[config.mk]
export PLATFORM = sky130hd
export DESIGN_NAME = clock_ctrl_flat
export DESIGN_NICKNAME = d
export VERILOG_FILES = /design/src/rtl/clock_pkg.sv /design/src/rtl/clock_ctrl_if.sv /design/src/rtl/mod_counter.sv /design/src/rtl/clock_ctrl.sv /design/src/flat_wrapper.sv
export SDC_FILE = /design/constraint.sdc
export NUM_CORES = 1
export LEC_CHECK = 0
export CORE_MARGIN = 1.5
export CORE_UTILIZATION = 37
export DETAILED_ROUTE_END_ITERATION = 6
export GPL_TIMING_DRIVEN = 0
export PLACE_DENSITY = 0.67
export SLEW_MARGIN = 20
export SYNTH_ARGS = -nofsm -noshare
export SYNTH_HDL_FRONTEND = slang
export SYNTH_SLANG_ARGS = --single-unit
[constraint.sdc]
create_clock -name i_clk -period 1.7 [get_ports i_clk]
set_input_delay 0.51 -clock i_clk [delete_from_list [all_inputs] [get_ports i_clk]]
set_output_delay 0.51 -clock i_clk [all_outputs]
set_load 0.02 [all_outputs]
[src/rtl/clock_pkg.sv]
// Shared types and constants for the time-of-day controller.
// Holds the set-mode state enum, display field codes and counter widths.
package clock_pkg;

    typedef enum logic [1:0] {
        RUN      = 2'd0,
        SET_HOUR = 2'd1,
        SET_MIN  = 2'd2
    } t_clk_state;

    localparam logic [1:0] FIELD_NONE = 2'd0;
    localparam logic [1:0] FIELD_HOUR = 2'd1;
    localparam logic [1:0] FIELD_MIN  = 2'd2;

    localparam int unsigned lp_hour_w = 5;
    localparam int unsigned lp_time_w = 6;

endpackage

[src/rtl/clock_ctrl_if.sv]
// Pulse inputs and time/status outputs of the time-of-day controller.
// The master side drives the pulses; the slave side is the controller.
interface clock_ctrl_if;
    import clock_pkg::*;

    logic                 i_tick;
    logic                 i_mode;
    logic                 i_inc;
    logic                 o_stop;
    logic [lp_hour_w-1:0] o_hour;
    logic [lp_time_w-1:0] o_min;
    logic [lp_time_w-1:0] o_sec;
    logic [1:0]           o_field;
    logic                 o_day;

    modport master (
        output i_tick, i_mode, i_inc,
        input  o_stop, o_hour, o_min, o_sec, o_field, o_day
    );

    modport slave (
        input  i_tick, i_mode, i_inc,
        output o_stop, o_hour, o_min, o_sec, o_field, o_day
    );

endinterface

[src/rtl/mod_counter.sv]
// Modulo counter counting 0..p_max and wrapping to 0; clear beats increment.
// o_carry is combinational so the owner can chain it within the same edge.
module mod_counter #(
    parameter int unsigned p_max = 59,
    parameter int unsigned p_w   = 6
) (
    input  logic           i_clk,
    input  logic           i_rst,
    input  logic           i_inc,
    input  logic           i_clr,
    output logic [p_w-1:0] o_value,
    output logic           o_carry
);

    localparam logic [p_w-1:0] lp_max = p_w'(p_max);

    logic [p_w-1:0] value_q, value_d;
    logic           at_max;

    assign at_max = (value_q == lp_max);

    always_comb begin
        value_d = value_q;
        if (i_clr) begin
            value_d = '0;
        end else if (i_inc) begin
            value_d = at_max ? '0 : value_q + p_w'(1);
        end
    end

    always_ff @(posedge i_clk) begin
        if (i_rst) begin
            value_q <= '0;
        end else begin
            value_q <= value_d;
        end
    end

    assign o_value = value_q;
    assign o_carry = i_inc && at_max;

endmodule

[src/rtl/clock_ctrl.sv]
// Time-of-day controller: hh:mm:ss counters advanced by the divider tick,
// plus a RUN -> SET_HOUR -> SET_MIN edit sequence that freezes the divider.
module clock_ctrl
    import clock_pkg::*;
#(
    parameter int unsigned p_hour_max = 23,
    parameter int unsigned p_min_max  = 59,
    parameter int unsigned p_sec_max  = 59
) (
    input logic          i_clk,
    input logic          i_rst,
    clock_ctrl_if.slave  bus
);

    t_clk_state state_q, state_d;
    logic       day_q, day_d;

    logic run_st, set_hour_st, set_min_st, edit;
    logic sec_inc, sec_clr, min_inc, hour_inc;
    logic sec_carry, min_carry, hour_carry;

    always_comb begin
        state_d = state_q;
        case (state_q)
            RUN:      if (bus.i_mode) state_d = SET_HOUR;
            SET_HOUR: if (bus.i_mode) state_d = SET_MIN;
            SET_MIN:  if (bus.i_mode) state_d = RUN;
            default:  state_d = RUN;
        endcase
    end

    always_ff @(posedge i_clk) begin
        if (i_rst) begin
            state_q <= RUN;
            day_q   <= 1'b0;
        end else begin
            state_q <= state_d;
            day_q   <= day_d;
        end
    end

    assign run_st      = (state_q == RUN);
    assign set_hour_st = (state_q == SET_HOUR);
    assign set_min_st  = (state_q == SET_MIN);
    // A mode press in the same cycle swallows the increment.
    assign edit        = bus.i_inc && !bus.i_mode;

    // Carries ripple only in RUN; edits wrap a single field in isolation.
    assign sec_inc  = run_st && bus.i_tick;
    assign sec_clr  = set_min_st && bus.i_mode;
    assign min_inc  = (run_st && sec_carry) || (set_min_st && edit);
    assign hour_inc = (run_st && min_carry) || (set_hour_st && edit);
    assign day_d    = run_st && hour_carry;

    mod_counter #(
        .p_max (p_sec_max),
        .p_w   (lp_time_w)
    ) u_sec (
        .i_clk   (i_clk),
        .i_rst   (i_rst),
        .i_inc   (sec_inc),
        .i_clr   (sec_clr),
        .o_value (bus.o_sec),
        .o_carry (sec_carry)
    );

    mod_counter #(
        .p_max (p_min_max),
        .p_w   (lp_time_w)
    ) u_min (
        .i_clk   (i_clk),
        .i_rst   (i_rst),
        .i_inc   (min_inc),
        .i_clr   (1'b0),
        .o_value (bus.o_min),
        .o_carry (min_carry)
    );

    mod_counter #(
        .p_max (p_hour_max),
        .p_w   (lp_hour_w)
    ) u_hour (
        .i_clk   (i_clk),
        .i_rst   (i_rst),
        .i_inc   (hour_inc),
        .i_clr   (1'b0),
        .o_value (bus.o_hour),
        .o_carry (hour_carry)
    );

    always_comb begin
        bus.o_field = FIELD_NONE;
        case (state_q)
            SET_HOUR: bus.o_field = FIELD_HOUR;
            SET_MIN:  bus.o_field = FIELD_MIN;
            default:  bus.o_field = FIELD_NONE;
        endcase
    end

    assign bus.o_stop = (state_q != RUN);
    assign bus.o_day  = day_q;

endmodule

[src/flat_wrapper.sv]
// flat-port wrapper written by rule: the top's interface ports become plain ports
module clock_ctrl_flat import clock_pkg::*;
#(
    parameter int unsigned p_hour_max = 23,
    parameter int unsigned p_min_max  = 59,
    parameter int unsigned p_sec_max  = 59
)
  (i_clk, i_rst, bus_i_tick, bus_i_mode, bus_i_inc, bus_o_stop, bus_o_hour, bus_o_min, bus_o_sec, bus_o_field, bus_o_day);
  clock_ctrl_if bus_i ();
  input logic i_clk;
  input logic i_rst;
  input wire logic [$bits(bus_i.i_tick)-1:0] bus_i_tick;
  input wire logic [$bits(bus_i.i_mode)-1:0] bus_i_mode;
  input wire logic [$bits(bus_i.i_inc)-1:0] bus_i_inc;
  output wire logic [$bits(bus_i.o_stop)-1:0] bus_o_stop;
  output wire logic [$bits(bus_i.o_hour)-1:0] bus_o_hour;
  output wire logic [$bits(bus_i.o_min)-1:0] bus_o_min;
  output wire logic [$bits(bus_i.o_sec)-1:0] bus_o_sec;
  output wire logic [$bits(bus_i.o_field)-1:0] bus_o_field;
  output wire logic [$bits(bus_i.o_day)-1:0] bus_o_day;
  assign bus_i.i_tick = bus_i_tick;
  assign bus_i.i_mode = bus_i_mode;
  assign bus_i.i_inc = bus_i_inc;
  assign bus_o_stop = bus_i.o_stop;
  assign bus_o_hour = bus_i.o_hour;
  assign bus_o_min = bus_i.o_min;
  assign bus_o_sec = bus_i.o_sec;
  assign bus_o_field = bus_i.o_field;
  assign bus_o_day = bus_i.o_day;
  clock_ctrl #(.p_hour_max(p_hour_max), .p_min_max(p_min_max), .p_sec_max(p_sec_max)) u_core (.i_clk(i_clk), .i_rst(i_rst), .bus(bus_i));
endmodule
==> results.md <==
- Outcome: finished clean
- Async SR Flop Fraction: 0%
- First-pass GRT wire length: 4.06 mm
- Vias: 954
- Fillcell total: 260
- CP Max Fanout: 6
- Fmax: 0.595 GHz
- Pwr dens: 600 mW/mm^2
- Die width: 56.6 microns
- Dpl hpwl: 1.69 mm
- Final Hold Viols: 0
- Maximum buffer depth of the clock tree: 2
- Largest family of logic cells by synthesized area: simple AND/OR/NAND/NOR gates
- TritonCTS clock tree: done
- Mapped Area: 0.00106 sq mm
- Main synth FF type: dfxtp_1
- Hold Crit Class: reg2reg
- Layout cells sized above 1: 23.8%
- DR iter-0 viols: 21
- Via/cell ratio: 5.36
- Gr usage total: 15.9%
- Synth cell types: 43
- Final Cycle Share: 98.9%
- Slowest CP cell: clkdlybuf4s50_1
- Worst-Margin Slew: 0.498 ns
- Setup TNS: 0 ns
- Post-synth EDFFs: 0
- Largest stage delay on the critical path: 0.45 ns
- Pwr Total: 0.872 mW
- Leakage power: 0.676 nW
- RSZ-0062 raised after global routing: true
- CP Cell Sequence: clkdlybuf4s50_1, and2b_2, nand2_1, a21boi_2, mux2_2
- Clock Latency Late Sink: 0.30 ns
- Starting Density: 38.9%
- Synth top area cells: dfxtp_1 (38%), a21oi_1 (4.7%), mux2i_1 (4.7%), ha_1 (3.5%), nand2_1 (3.2%)
- Final setup viols: 0
- Drt first pass iters: 4
- Adder-Cell Fraction of Synth Area: 3.53%
- Grt ovf: 0
- P&R area growth vs syn: 36.7%
- Sequential fraction of the synthesis area: 37.6%
- Num rows: 19
- Area fraction in compound gates after synthesis: 15.3%
- Post-synthesis xor/xnor area fraction: 4.94%
- Worst Path Buf+Inv: 1
- Fin crit period: 1.68 ns
- Antenna viol nets, final: 0
- Clk sinks: 20
- Worst clock skew: 0.00945 ns
- Max-slew violations: 0
- Total CTS buffers: 3
- Required @ worst endpoint: 1.90 ns
- Routability Congestion: 0.802
- Top-area cell type share of the netlist area: 37.6%
- Syn avg cell area: 9.09 sq um
- Setup CP Type: in2reg
- Max Cap Viol: 0
- Design area: 0.00145 sq mm
- Port buffer count: 24
- Largest delay share family, worst path: buffers and inverters
- CTS H-tree lvls: 1
- Die height: 56.6 microns
- Post-Syn Instances: 117
- Root Buffer: clkbuf_4
- Clock transition at path regs: 0.11 ns
- CP Launch Type: input pin
- DP Worst Slack: -0.442 ns
- Synthesized flop and latch total: 20
- Syn_nets: 125
- Largest net degree at the start of global routing: 11
- Synth area leader: dfxtp_1
- Number of diodes: 0
- DRC: 0
- Simple-gate area share of the yosys netlist: 28.1%
- Top-level I/O count: 26
- Worst Setup Slack, final: 0.0191 ns
- Die footprint: 0.00321 sq mm
- Mux contribution to synthesized area: 5.76%
- Final net count: 157
- Worst EP arrival: 1.88 ns
- Initial antenna violation count: 0
- Routed wire length: 2.37 mm
- Slew headroom: 66.8%
- Worst setup EP type: register
- Routed len/inst: 13.3 microns
- Core ar.: 0.00273 sq mm
- Vias in the first global route: 920
- Maximum VDD drop: 0.000551 V
- Hold_buf cts: 0
- Placed Area: 0.00135 sq mm
- Yosys warns: 0
==> per-layer routing <==
| layer | GRT usage, % | up-vias | routed length [microns] | share of wire, % |
|---|---|---|---|---|
| met2 | 25.2 | 20 | 1090 | 46 |
| met4 | 3.40 | 0 | 21 | 0.88 |
| li1 | - | 481 | - | - |
| met5 | 0 | - | 0 | 0 |
| met1 | 20.7 | 451 | 1150 | 48 |
| met3 | 5.53 | 2 | 118 | 5.0 |
==> registers in the layout, summed over array words and instances, names as in the netlist <==
name	cells
u_core.bus.o_day	1
u_core.u_hour.o_value	5
u_core.state_q	2
u_core.u_min.o_value	6
u_core.u_sec.o_value	6
==> timing repair <==
item / CTS / global route
setup endpoints to repair: 28 / 13
buffers inserted: 2 / 1
resized for setup: 39 / 13
pin swaps: 2 / 3
==> tightest hold or removal path: stages (launching register included) <==
cell and delay (ns):
dfxtp_2 0.35, nand2_1 0.05, a21oi_1 0.06
==> cell families (layout without fill, tap and decap cells) <==
kind of cell / count (synthesis) / in the layout
XOR/XNOR: 6 / 6
multiplexers: 6 / 6
AND/OR/NAND/NOR: 51 / 51
buffers and inverters: 8 / 38
AO/OA/AOI/OAI: 23 / 23
flip-flops: 20 / 20
adder cells (fa/ha/maj): 3 / 3
==> synthesized netlist by cell type, types with 2 or more instances <==
master	n
inv_1	2
xnor2_1	3
buf_6	2
o21ai_0	2
nand2b_1	2
xor2_1	3
a211oi_1	3
mux2i_1	5
clkbuf_1	2
and3_1	3
nand4_1	3
nand2_1	9
nor2_1	9
nand3_1	6
nor2b_1	5
dfxtp_1	20
ha_1	3
a21oi_1	10
==> through the flow <==
step                      hold WS (ns)  utilization, %  instances
final                            0.497            53.2        178
after global routing             0.516            53.2        178
after CTS                        0.498            50.8        177
after detailed placement         0.482            49.2        172
after global placement           0.467            49.2        172
after floorplan                  0.506               -        117
==> path summary, 6_finish.rpt <==
kind	from	end	slack [ns]	cells past startpoint
max	bus_i_inc	u_core.u_hour.o_value[2]	0.02	5
max reg2reg	u_core.u_sec.o_value[0]	u_core.u_min.o_value[5]	0.06	7
min	u_core.u_min.o_value[0]	u_core.u_min.o_value[0]	0.50	2
min reg2reg	u_core.u_min.o_value[0]	u_core.u_min.o_value[0]	0.50	2
==> power breakdown <==
group          internal [mW]  switching, mW  total, mW
clock network         0.0825          0.138      0.220
registers              0.482         0.0150      0.497
logic                 0.0770         0.0777      0.155
==> final cells by class <==
cell class | instances | area [sq um] | share of cell area (%)
Multi-Input combinational cell | 89 | 686 | 47.2
Sequential cell | 20 | 408 | 28.1
Timing Repair Buffer | 27 | 245 | 16.9
Buffer | 6 | 46.3 | 3.18
Tap cell | 31 | 38.8 | 2.67
Clock buffer | 3 | 22.5 | 1.55
Inverter | 2 | 7.51 | 0.516
==> cells in the final DEF (no fill, tap or decap), types with 3 or more instances in the layout <==
cell type	instances
nand3_1	6
dlygate4sd2_1	19
dfxtp_1	14
nand4_1	3
xnor2_1	3
a21oi_1	9
nor2b_1	4
nand2_1	9
buf_4	3
nor2_1	9
clkbuf_4	3
ha_1	3
xor2_1	3
and3_1	3
mux2i_1	5
buf_6	6
dfxtp_2	6
No activity file was read; power rests on OpenSTA's default activity.
